## src/rtl/i2c_pkg.sv

```systemverilog
// Shared I2C definitions: transmitter state encoding, SDA drive levels,
// ACK/NACK bit values and line-event strobes used by the tx and rx paths.
package i2c_pkg;

    typedef enum logic [1:0] {
        ST_IDLE     = 2'd0,
        ST_SHIFT    = 2'd1,
        ST_ACK_WAIT = 2'd2,
        ST_DONE     = 2'd3
    } tx_state_t;

    localparam logic SDA_RELEASE   = 1'b1;
    localparam logic SDA_DRIVE_LOW = 1'b0;

    localparam logic I2C_ACK  = 1'b0;
    localparam logic I2C_NACK = 1'b1;

    // Single-cycle strobes derived from the synchronised SCL/SDA lines
    typedef struct packed {
        logic scl_rise;
        logic scl_fall;
        logic bus_start;
        logic bus_stop;
    } line_evt_t;

    function automatic logic lead_bit(input logic [7:0] data, input logic lsb_first);
        return lsb_first ? data[0] : data[7];
    endfunction

    function automatic logic [7:0] shift_next(input logic [7:0] data, input logic lsb_first);
        return lsb_first ? {1'b0, data[7:1]} : {data[6:0], 1'b0};
    endfunction

    function automatic logic bit_to_sda(input logic b);
        return b ? SDA_RELEASE : SDA_DRIVE_LOW;
    endfunction

endpackage

```

## src/rtl/i2c_line_sync.sv

```systemverilog
// SCL/SDA synchroniser producing registered edge and START/STOP strobes;
// shared between the slave transmit and receive paths.
module i2c_line_sync
    import i2c_pkg::*;
#(
    parameter int unsigned SYNC_STAGES = 2
) (
    input  logic      clock,
    input  logic      reset,
    input  logic      scl,
    input  logic      sda,
    output logic      scl_s,
    output logic      sda_s,
    output line_evt_t evt
);

    logic [SYNC_STAGES-1:0] scl_pipe;
    logic [SYNC_STAGES-1:0] sda_pipe;
    logic                   scl_d;
    logic                   sda_d;

    assign scl_s = scl_pipe[SYNC_STAGES-1];
    assign sda_s = sda_pipe[SYNC_STAGES-1];

    // Lines reset to the idle-bus level so no event fires on reset release
    always_ff @(posedge clock or posedge reset) begin
        if (reset) begin
            scl_pipe <= '1;
            sda_pipe <= '1;
            scl_d    <= 1'b1;
            sda_d    <= 1'b1;
            evt      <= '0;
        end else begin
            scl_pipe      <= {scl_pipe[SYNC_STAGES-2:0], scl};
            sda_pipe      <= {sda_pipe[SYNC_STAGES-2:0], sda};
            scl_d         <= scl_s;
            sda_d         <= sda_s;
            evt.scl_rise  <= scl_s & ~scl_d;
            evt.scl_fall  <= ~scl_s & scl_d;
            evt.bus_start <= scl_s & scl_d & sda_d & ~sda_s;
            evt.bus_stop  <= scl_s & scl_d & ~sda_d & sda_s;
        end
    end

endmodule

```

## src/rtl/i2c_slave_tx_burst.sv

```systemverilog
// Slave-side I2C read-burst transmitter: serialises fetched bytes onto SDA
// and collects the master's ACK/NACK after each one.
module i2c_slave_tx_burst
    import i2c_pkg::*;
#(
    parameter int unsigned  MAX_BYTES   = 16,
    parameter bit           LSB_FIRST   = 1'b0,
    parameter int unsigned  SYNC_STAGES = 2,
    localparam int unsigned CNT_W       = $clog2(MAX_BYTES + 1)
) (
    input  logic             clock,
    input  logic             reset,
    input  logic             start,
    input  logic [CNT_W-1:0] byte_count,
    input  logic [7:0]       data_in,
    input  logic             data_valid,
    output logic             data_ready,
    input  logic             scl,
    input  logic             sda_in,
    output logic             sda_out,
    output logic             busy,
    output logic             byte_done,
    output logic             finish,
    output logic             nack,
    output logic             underrun
);

    tx_state_t        state;
    logic [7:0]       shreg;
    logic [2:0]       bit_cnt;
    logic [CNT_W-1:0] bytes_left;
    logic             ack_bit;

    logic             scl_s;
    logic             sda_s;
    line_evt_t        evt;

    logic             count_ok;
    logic             start_ok;
    logic             in_burst;
    logic             abort;
    logic             fetch_next;
    logic [7:0]       fetch_byte;
    logic [7:0]       shifted;

    i2c_line_sync #(
        .SYNC_STAGES(SYNC_STAGES)
    ) u_line_sync (
        .clock(clock),
        .reset(reset),
        .scl  (scl),
        .sda  (sda_in),
        .scl_s(scl_s),
        .sda_s(sda_s),
        .evt  (evt)
    );

    assign count_ok   = (byte_count != '0) && (byte_count <= CNT_W'(MAX_BYTES));
    assign start_ok   = (state == ST_IDLE) && start && !scl_s && count_ok;
    assign in_burst   = (state == ST_SHIFT) || (state == ST_ACK_WAIT);
    assign abort      = in_burst && (evt.bus_start || evt.bus_stop);
    assign fetch_next = (state == ST_ACK_WAIT) && evt.scl_fall && !abort &&
                        (ack_bit == I2C_ACK) && (bytes_left != '0);

    // Byte handshake happens at burst start and at each ACKed byte boundary
    assign data_ready = start_ok || fetch_next;

    // A missing byte goes out as all-ones so SDA simply stays released
    assign fetch_byte = data_valid ? data_in : 8'hFF;
    assign shifted    = shift_next(shreg, LSB_FIRST);

    always_ff @(posedge clock or posedge reset) begin
        if (reset) begin
            state      <= ST_IDLE;
            shreg      <= '0;
            bit_cnt    <= '0;
            bytes_left <= '0;
            ack_bit    <= I2C_ACK;
            sda_out    <= SDA_RELEASE;
            busy       <= 1'b0;
            byte_done  <= 1'b0;
            finish     <= 1'b0;
            nack       <= 1'b0;
            underrun   <= 1'b0;
        end else begin
            byte_done <= 1'b0;
            finish    <= 1'b0;

            case (state)
                ST_IDLE: begin
                    sda_out <= SDA_RELEASE;
                    if (start_ok) begin
                        shreg      <= fetch_byte;
                        bit_cnt    <= '0;
                        bytes_left <= byte_count - CNT_W'(1);
                        underrun   <= ~data_valid;
                        nack       <= 1'b0;
                        busy       <= 1'b1;
                        sda_out    <= bit_to_sda(lead_bit(fetch_byte, LSB_FIRST));
                        state      <= ST_SHIFT;
                    end
                end

                ST_SHIFT: begin
                    if (abort) begin
                        sda_out <= SDA_RELEASE;
                        finish  <= 1'b1;
                        nack    <= 1'b1;
                        busy    <= 1'b0;
                        state   <= ST_IDLE;
                    end else if (evt.scl_fall) begin
                        if (bit_cnt == 3'd7) begin
                            sda_out <= SDA_RELEASE;
                            state   <= ST_ACK_WAIT;
                        end else begin
                            shreg   <= shifted;
                            bit_cnt <= bit_cnt + 3'd1;
                            sda_out <= bit_to_sda(lead_bit(shifted, LSB_FIRST));
                        end
                    end
                end

                ST_ACK_WAIT: begin
                    if (abort) begin
                        sda_out <= SDA_RELEASE;
                        finish  <= 1'b1;
                        nack    <= 1'b1;
                        busy    <= 1'b0;
                        state   <= ST_IDLE;
                    end else if (evt.scl_rise) begin
                        ack_bit <= sda_s;
                    end else if (evt.scl_fall) begin
                        byte_done <= 1'b1;
                        if ((ack_bit == I2C_NACK) || (bytes_left == '0)) begin
                            finish  <= 1'b1;
                            nack    <= (ack_bit == I2C_NACK);
                            sda_out <= SDA_RELEASE;
                            state   <= ST_DONE;
                        end else begin
                            bytes_left <= bytes_left - CNT_W'(1);
                            bit_cnt    <= '0;
                            shreg      <= fetch_byte;
                            if (!data_valid) begin
                                underrun <= 1'b1;
                            end
                            sda_out <= bit_to_sda(lead_bit(fetch_byte, LSB_FIRST));
                            state   <= ST_SHIFT;
                        end
                    end
                end

                ST_DONE: begin
                    sda_out <= SDA_RELEASE;
                    busy    <= 1'b0;
                    state   <= ST_IDLE;
                end

                default: begin
                    sda_out <= SDA_RELEASE;
                    busy    <= 1'b0;
                    state   <= ST_IDLE;
                end
            endcase
        end
    end

endmodule

```

## config.mk

```make
export PLATFORM = sky130hd
export DESIGN_NAME = i2c_slave_tx_burst
export DESIGN_NICKNAME = d
export VERILOG_FILES = /design/src/rtl/i2c_pkg.sv /design/src/rtl/i2c_line_sync.sv /design/src/rtl/i2c_slave_tx_burst.sv
export SDC_FILE = /design/constraint.sdc
export NUM_CORES = 1
export LEC_CHECK = 0
export ABC_AREA = 0
export CORE_ASPECT_RATIO = 1.75
export CORE_MARGIN = 1
export CORE_UTILIZATION = 40
export CTS_CLUSTER_SIZE = 25
export DETAILED_ROUTE_END_ITERATION = 10
export PLACE_DENSITY_LB_ADDON = 0.3
export SKIP_CTS_REPAIR_TIMING = 1
export SYNTH_ARGS = -nofsm -noshare
export SYNTH_HDL_FRONTEND = slang
export SYNTH_SLANG_ARGS = --single-unit
```

## constraint.sdc

```tcl
create_clock -name clock -period 3.2 [get_ports clock]
set_clock_uncertainty 0.15 [all_clocks]
set_input_delay 0.48 -clock clock [delete_from_list [all_inputs] [get_ports clock]]
set_output_delay 0.48 -clock clock [all_outputs]
set_load 0.01 [all_outputs]
```

==> results of run 1 <==
[routing by layer]
layer | part of all wire (%) | track usage [%] | vias to the layer above | wire length [um]
met3 | 3.8 | 3.61 | 8 | 152
met2 | 55 | 33.2 | 34 | 2220
met1 | 38 | 19.0 | 715 | 1530
li1 | - | - | 721 | -
met4 | 2.6 | 8.77 | 0 | 103
met5 | 0 | 0 | - | 0
[worst paths after layout]
check                                          end                    start  depth (start not counted)
setup / recovery                        data_ready            byte_count[3]                          6
hold / removal             u_line_sync.scl_pipe[1]  u_line_sync.scl_pipe[0]                          0
setup reg to reg                     bytes_left[4]                 state[0]                          8
hold reg to reg            u_line_sync.scl_pipe[1]  u_line_sync.scl_pipe[0]                          0
max in group asynchronous                  sda_out                    reset                          3
min in group asynchronous       u_line_sync.evt[2]                    reset                          3
[cell usage in the layout, fill, tap and decap left out, types with 2 or more instances in the layout]
cell	instances
dfrtp_1	27
clkdlybuf4s50_1	25
nand2_1	16
nor2b_1	14
o21ai_0	12
mux2_2	11
a21oi_1	10
inv_1	8
ha_1	8
dfstp_2	7
nor2_1	6
nand3_1	6
clkbuf_8	6
o31a_1	4
buf_4	4
nor4_1	3
a22o_1	3
o22ai_1	3
xnor2_1	2
or4_1	2
a21boi_0	2
o211ai_1	2
o31ai_1	2
mux2i_1	2
nor3b_1	2
bufinv_16	2
[cells by family (layout without fill, tap and decap cells)]
logic type	count (synthesis)	after routing	synth area share, %
simple gates	55	55	16.4
compound gates	54	54	20.7
flops	34	34	45.8
mux	13	13	7.67
buf+inv	13	45	2.73
fa+ha+maj	8	8	5.33
xor+xnor	3	3	1.40
[cell usage after synthesis (3+ instances only)]
cell type	number	area [sq um]
o21ai_0	12	60.1
nor2b_1	14	87.6
inv_1	8	30.0
nand2_1	16	60.1
a22o_1	3	26.3
o31a_1	4	35.0
dfstp_2	7	184
dfrtp_1	27	676
mux2_2	11	124
o22ai_1	3	18.8
ha_1	8	100
nor2_1	6	22.5
nand3_1	6	30.0
nor4_1	3	18.8
a21oi_1	10	50.1
[worst reg2reg max path: cells and delay by family (launching register included)]
kind | cells | cell delay, ns
buf+inv | 1 | 0.11
mux | 1 | 0.31
flops | 1 | 0.42
fa+ha+maj | 2 | 0.60
compound gates | 4 | 0.78
[flip-flops by register name (all words and copies together) (netlist names)]
name                  count
shreg                     7
u_line_sync.sda_d         1
state                     2
nack                      1
sda_out                   1
busy                      1
byte_done                 1
underrun                  1
u_line_sync.sda_pipe      2
ack_bit                   1
u_line_sync.scl_d         1
bytes_left                5
u_line_sync.scl_pipe      2
finish                    1
u_line_sync.evt           4
bit_cnt                   3
[power breakdown]
part           internal [W]  switching [W]  total (W)
registers          0.000577       0.000103   0.000680
clock network      0.000332       0.000157   0.000489
logic              0.000455       0.000472   0.000927
[cell type report]
class,count,area share [%]
sequential,34,36.7
timing repair buffer,29,12.0
inverter,8,1.28
clock buffer,6,3.53
tap,51,2.72
multi-input combinational,133,41.2
clock inverter,2,2.56
[through the flow]
step | std cells | power [W] | hold WS (ns) | utilization, % | setup slack [ns]
2_1_floorplan | 180 | 0.00137 | 0.195 | - | 0.456
3_3_place_gp | 255 | 0.00161 | 0.196 | 49.5 | 0.192
3_5_place_dp | 255 | 0.00163 | 0.197 | 49.5 | 0.161
4_1_cts | 263 | 0.00212 | 0.207 | 52.7 | 0.151
5_1_grt | 263 | 0.00224 | 0.214 | 52.7 | 0.00300
6_report | 263 | 0.00210 | 0.207 | 52.7 | 0.160
==> implementation parameters, run 1 <==
Parameter                              Value

Outcome
  Outcome    completed

Global route
  Number of global-route vias before repair    1510
  Combined global-route utilization of all metal layers    approximately 18%
  Number of antenna violations at the first check in global routing    0
  Pin count of the biggest net entering global routing    35
  Remaining Overflow, GRT    0
  First-pass GRT wire length    approximately 6700 um

Timing
  Max-slew violation total from the final report    0
  Aggregate negative setup slack    0 ns
  F_max    0.329 GHz
  Slew at the pin closest to its max-slew limit    a little under 0.7 ns
  Final hold viol count    0
  Setup repair after global routing missed its margin    false
  Final Cycle Share    between 90 and 100%
  Slew headroom    a little over half
  Number of setup violations in the final report    0
  Post-layout minimum cycle time    a little over 3 ns

Placement
  Final GP Congestion    0.855
  Post-detail-place hpwl    about 3000 um
  Port bufs    25
  Cell Area, Placed    ~2200 sq um

Layout
  Multi-input gate area in the final layout    just under 1000 sq um
  Sequential cell area    approximately 860 sq um
  Total of fill cells in the finished design    between 400 and 500
  Layout cells sized above 1    a little under a fifth
  Diodes inserted    0
  Final instance area    between 2000 and 2500 sq um
  Final Net Count    around 240
  Layout overhead on the synthesized area    24.8%

Clock tree
  Num CTS Buffers    5
  CTS tree    built
  Reg clk slew, reported paths    0.07 ns
  Sinks on the clock net    34
  Root Buffer    clkbuf_8
  Number of buffers on the longest clock path    2
  Skew-Pair Late Insertion Delay    about 0.29 ns
  # H-tree levels    2

Floorplan
  Total Die Area    roughly 5000 sq um
  Vertical die dimension    ~93 um
  Site Rows    32
  Core area    around 4400 sq um
  Width of the die    around 54 um
  Io pins    26
  Initial Utilization    a little over two fifths

Worst setup path
  Worst EP required    2.57 ns
  Largest incremental delay on the critical path    between 0.5 and 0.6 ns
  Top cell by count, worst path    clkdlybuf4s50_1
  CP Launch Type    input port
  Worst-path cell with the longest stage delay    clkdlybuf4s50_1
  Worst path top cell family by delay    buffers and inverters
  Kind of end point of the critical path    primary output
  Worst setup slack for register-to-register paths    approximately 0.75 ns
  Critical Path Fanout Max    3
  List of cells traversed by the critical path    clkdlybuf4s50_1 -> nor4_1 -> xnor2_1 -> nand3_1 -> o21ai_0 -> clkdlybuf4s50_1
  Worst EP arrival    between 2 and 2.5 ns
  Crit path buffers/inverters    2
  Worst setup path category    input port to primary output

Synthesis
  Distinct cell type count of the synthesized netlist    48
  Syn_nets    ~210
  Number of instances in the synthesized netlist    180
  Mean cell area of the mapped netlist    10.4 sq um
  Area of the mapped netlist    1880 sq um
  Most used flip-flop cell after synthesis    dfrtp_1
  Number of synthesized flops with an enable pin    0
  Post-synth ARST share    100%
  Portion of the post-synthesis area used by sequential elements    a little under half
  Register bit count reported by yosys    34
  Warnings, synthesis    0

Power and ir drop
  Worst supply voltage drop on vdd    ~0.54 mV
  Power density of the placed cells    just under 900 nW/um^2
  Leakage dissipation    between 0.9 and 1 nW

Run
  Number of violations of the max-capacitance limit    0

Drt
  Remaining DRCs    0
  Antenna viol nets, final    0
  Total detailed-routing wirelength    4000 um
  Via Count    ~1500
  DR iter-0 viols    41
  Wire length per cell    between 15 and 20 um
  Post-detailed-route via-to-cell ratio    5.62
  Number of iterations in the first detailed-routing pass    4

Min path
  Type of the worst min-delay path    flop to flop
(Power assumes the default switching activity.)
==> inputs of run 2 (changes only) <==
- RECOVER_POWER: unset -> 25
==> run 2 against run 1 <==
Net effect: the flow now finishes with violations (max-capacitance violations, max-slew violations); core utilization shrank 0.084 points; final cell count is the same; non-clock buffer count is the same; sequential power is essentially flat; die area is the same; maximum frequency is the same; via count is the same; first-iteration DRC count is the same.
==> implementation parameters, run 2 (synthesis results as in run 1) <==
Parameter                              Value

Drt
  Antenna viol nets, final    0
  Total detailed-routing wirelength    about 4000 um
  Number of iterations in the first detailed-routing pass    4
  Via Count    ~1500
  Remaining DRCs    0
  Wire length per cell    15.2 um
  DR iter-0 viols    41
  Post-detailed-route via-to-cell ratio    around 5.6

Clock tree
  Sinks on the clock net    34
  Skew-Pair Late Insertion Delay    0.29 ns
  Root Buffer    clkbuf_8
  Reg clk slew, reported paths    ~0.070 ns
  Num CTS Buffers    5
  # H-tree levels    2
  CTS tree    built
  Number of buffers on the longest clock path    2

Min path
  Hold_sp    u_line_sync.sda_pipe[0]
  Hold-critical path endpoint    u_line_sync.sda_pipe[1]
  Worst Hold Path Cells    0
  Type of the worst min-delay path    flop to flop

Power and ir drop
  Combinational cell fraction of total power    between 40% and 50%
  Share of power burned in the clock network    23.4%
  Internal power component    around 0.0014 W
  Flop pwr share    between 30% and 40%
  Leakage dissipation    about 0.96 nW
  Power density of the placed cells    around 900 nW/um^2
  Worst supply voltage drop on vdd    ~0.54 mV
  Switching part of the total    34.9%
  Total power    about 0.0021 W
  NetSw    ~0.00073 W

Floorplan
  Vertical die dimension    ~93 um
  Width of the die    about 54 um
  Total Die Area    between 4000 and 5000 sq um
  Initial Utilization    42.2%
  Site Rows    32
  Io pins    26
  Core area    ~4400 sq um

Placement
  Cell Area, Placed    roughly 2200 sq um
  Port bufs    25
  Final GP Congestion    roughly 0.85
  Post-detail-place hpwl    between 2000 and 3000 um

Timing
  Final Cycle Share    between 90% and 100%
  Post-layout minimum cycle time    approximately 3 ns
  F_max    0.329 GHz
  Max-slew violation total from the final report    35
  Aggregate negative setup slack    0 ns
  Slew headroom    -19.3%
  Number of setup violations in the final report    0
  Final hold viol count    0
  Slew at the pin closest to its max-slew limit    1.79 ns
  Setup repair after global routing missed its margin    false

Outcome
  Violated checks    max-capacitance violations, max-slew violations
  Outcome    finished, violations left

Global route
  Combined global-route utilization of all metal layers    a little under a fifth
  Pin count of the biggest net entering global routing    35
  Number of antenna violations at the first check in global routing    0
  Remaining Overflow, GRT    0
  Number of global-route vias before repair    ~1500
  First-pass GRT wire length    between 6000 and 7000 um

Worst setup path
  Worst EP arrival    between 2 and 2.5 ns
  Top cell by count, worst path    clkdlybuf4s50_1
  Critical Path Fanout Max    3
  Worst-path cell with the longest stage delay    clkdlybuf4s50_1
  Worst setup slack for register-to-register paths    roughly 0.75 ns
  Worst EP required    between 2 and 3 ns
  Worst setup path category    input port to primary output
  Worst-case reg-to-reg path depth    8
  List of cells traversed by the critical path    clkdlybuf4s50_1 -> nor4_1 -> xnor2_1 -> nand3_1 -> o21ai_0 -> clkdlybuf4s50_1
  Reg-to-reg endpoint    bytes_left[4]
  Startpoint of the worst register-to-register path    state[0]
  Largest incremental delay on the critical path    around 0.56 ns
  Kind of end point of the critical path    primary output
  CP Launch Type    input port

Run
  Number of violations of the max-capacitance limit    1

Layout
  Final Net Count    between 200 and 250
  Layout overhead on the synthesized area    24.6%
  Commonest non-fill, non-tap cell in the layout    dfrtp_1
  Highest-count cells in the layout ignoring fill and taps    dfrtp_1, clkdlybuf4s50_1, nand2_1
  Max reg flops    7
  Layout cells sized above 1    about 17%
  Top register by number of flip-flops    shreg
  Final instance area    about 2300 sq um
  Top Registers    shreg (7), bytes_left (5), u_line_sync.evt (4)
  Share of the core filled with cells in the final layout    between 50% and 60%
  Total of fill cells in the finished design    roughly 410
  Diodes inserted    0
==> run 2: per-stage QoR <==
| stage | instances | worst slack, ns | hold WS (ns) |
|---|---|---|---|
| floorplan | 180 | 0.456 | 0.195 |
| global placement | 255 | 0.192 | 0.196 |
| detailed placement | 255 | 0.161 | 0.197 |
| CTS | 263 | 0.151 | 0.207 |
| global route | 263 | 0.00299 | 0.219 |
| finish | 263 | 0.160 | 0.212 |
==> run 2: worst max-delay path, delay by kind of cell <==
kind            cells  cell delay [ns]
compound gates      1             0.10
xor+xnor            1             0.24
buf+inv             2             1.01
simple gates        2             0.58
==> run 2: metal layers <==
layer  share of wire (%)  vias up  wire length (um)  GRT usage (%)
li1                    -      721                 -              -
met1                  38      715              1530           19.0
met5                   0        -                 0              0
met4                 2.6        0               103           8.77
met3                 3.8        8               152           3.61
met2                  55       34              2220           33.2
==> run 2: cell type report <==
class                   instances  area (sq um)  area share, %
clock buffers                   6          82.6           3.53
clock inverters                 2          60.1           2.57
inverters                       8          30.0           1.28
multi-input cells             133           966           41.3
flip-flops and latches         34           860           36.8
well taps                      51          63.8           2.73
repair buffers                 29           277           11.8
==> run 2: power groups by stage <==
stage	logic, W	clock network (W)	registers, W
floorplan	0.000695	0	0.000671
global placement	0.000926	0	0.000685
detailed placement	0.000935	0	0.000691
CTS	0.000940	0.000499	0.000683
global route	0.00102	0.000518	0.000699
finish	0.000926	0.000489	0.000680
==> run 2: worst max-delay path by stage <==
| stage | from | endpoint | slack (ns) |
|---|---|---|---|
| after floorplan | state[0] | bytes_left[4] | 0.46 |
| after global placement | byte_count[3] | data_ready | 0.19 |
| after detailed placement | byte_count[3] | data_ready | 0.16 |
| after CTS | byte_count[3] | data_ready | 0.15 |
| after global routing | byte_count[3] | data_ready | 0.003 |
| final | byte_count[3] | data_ready | 0.16 |
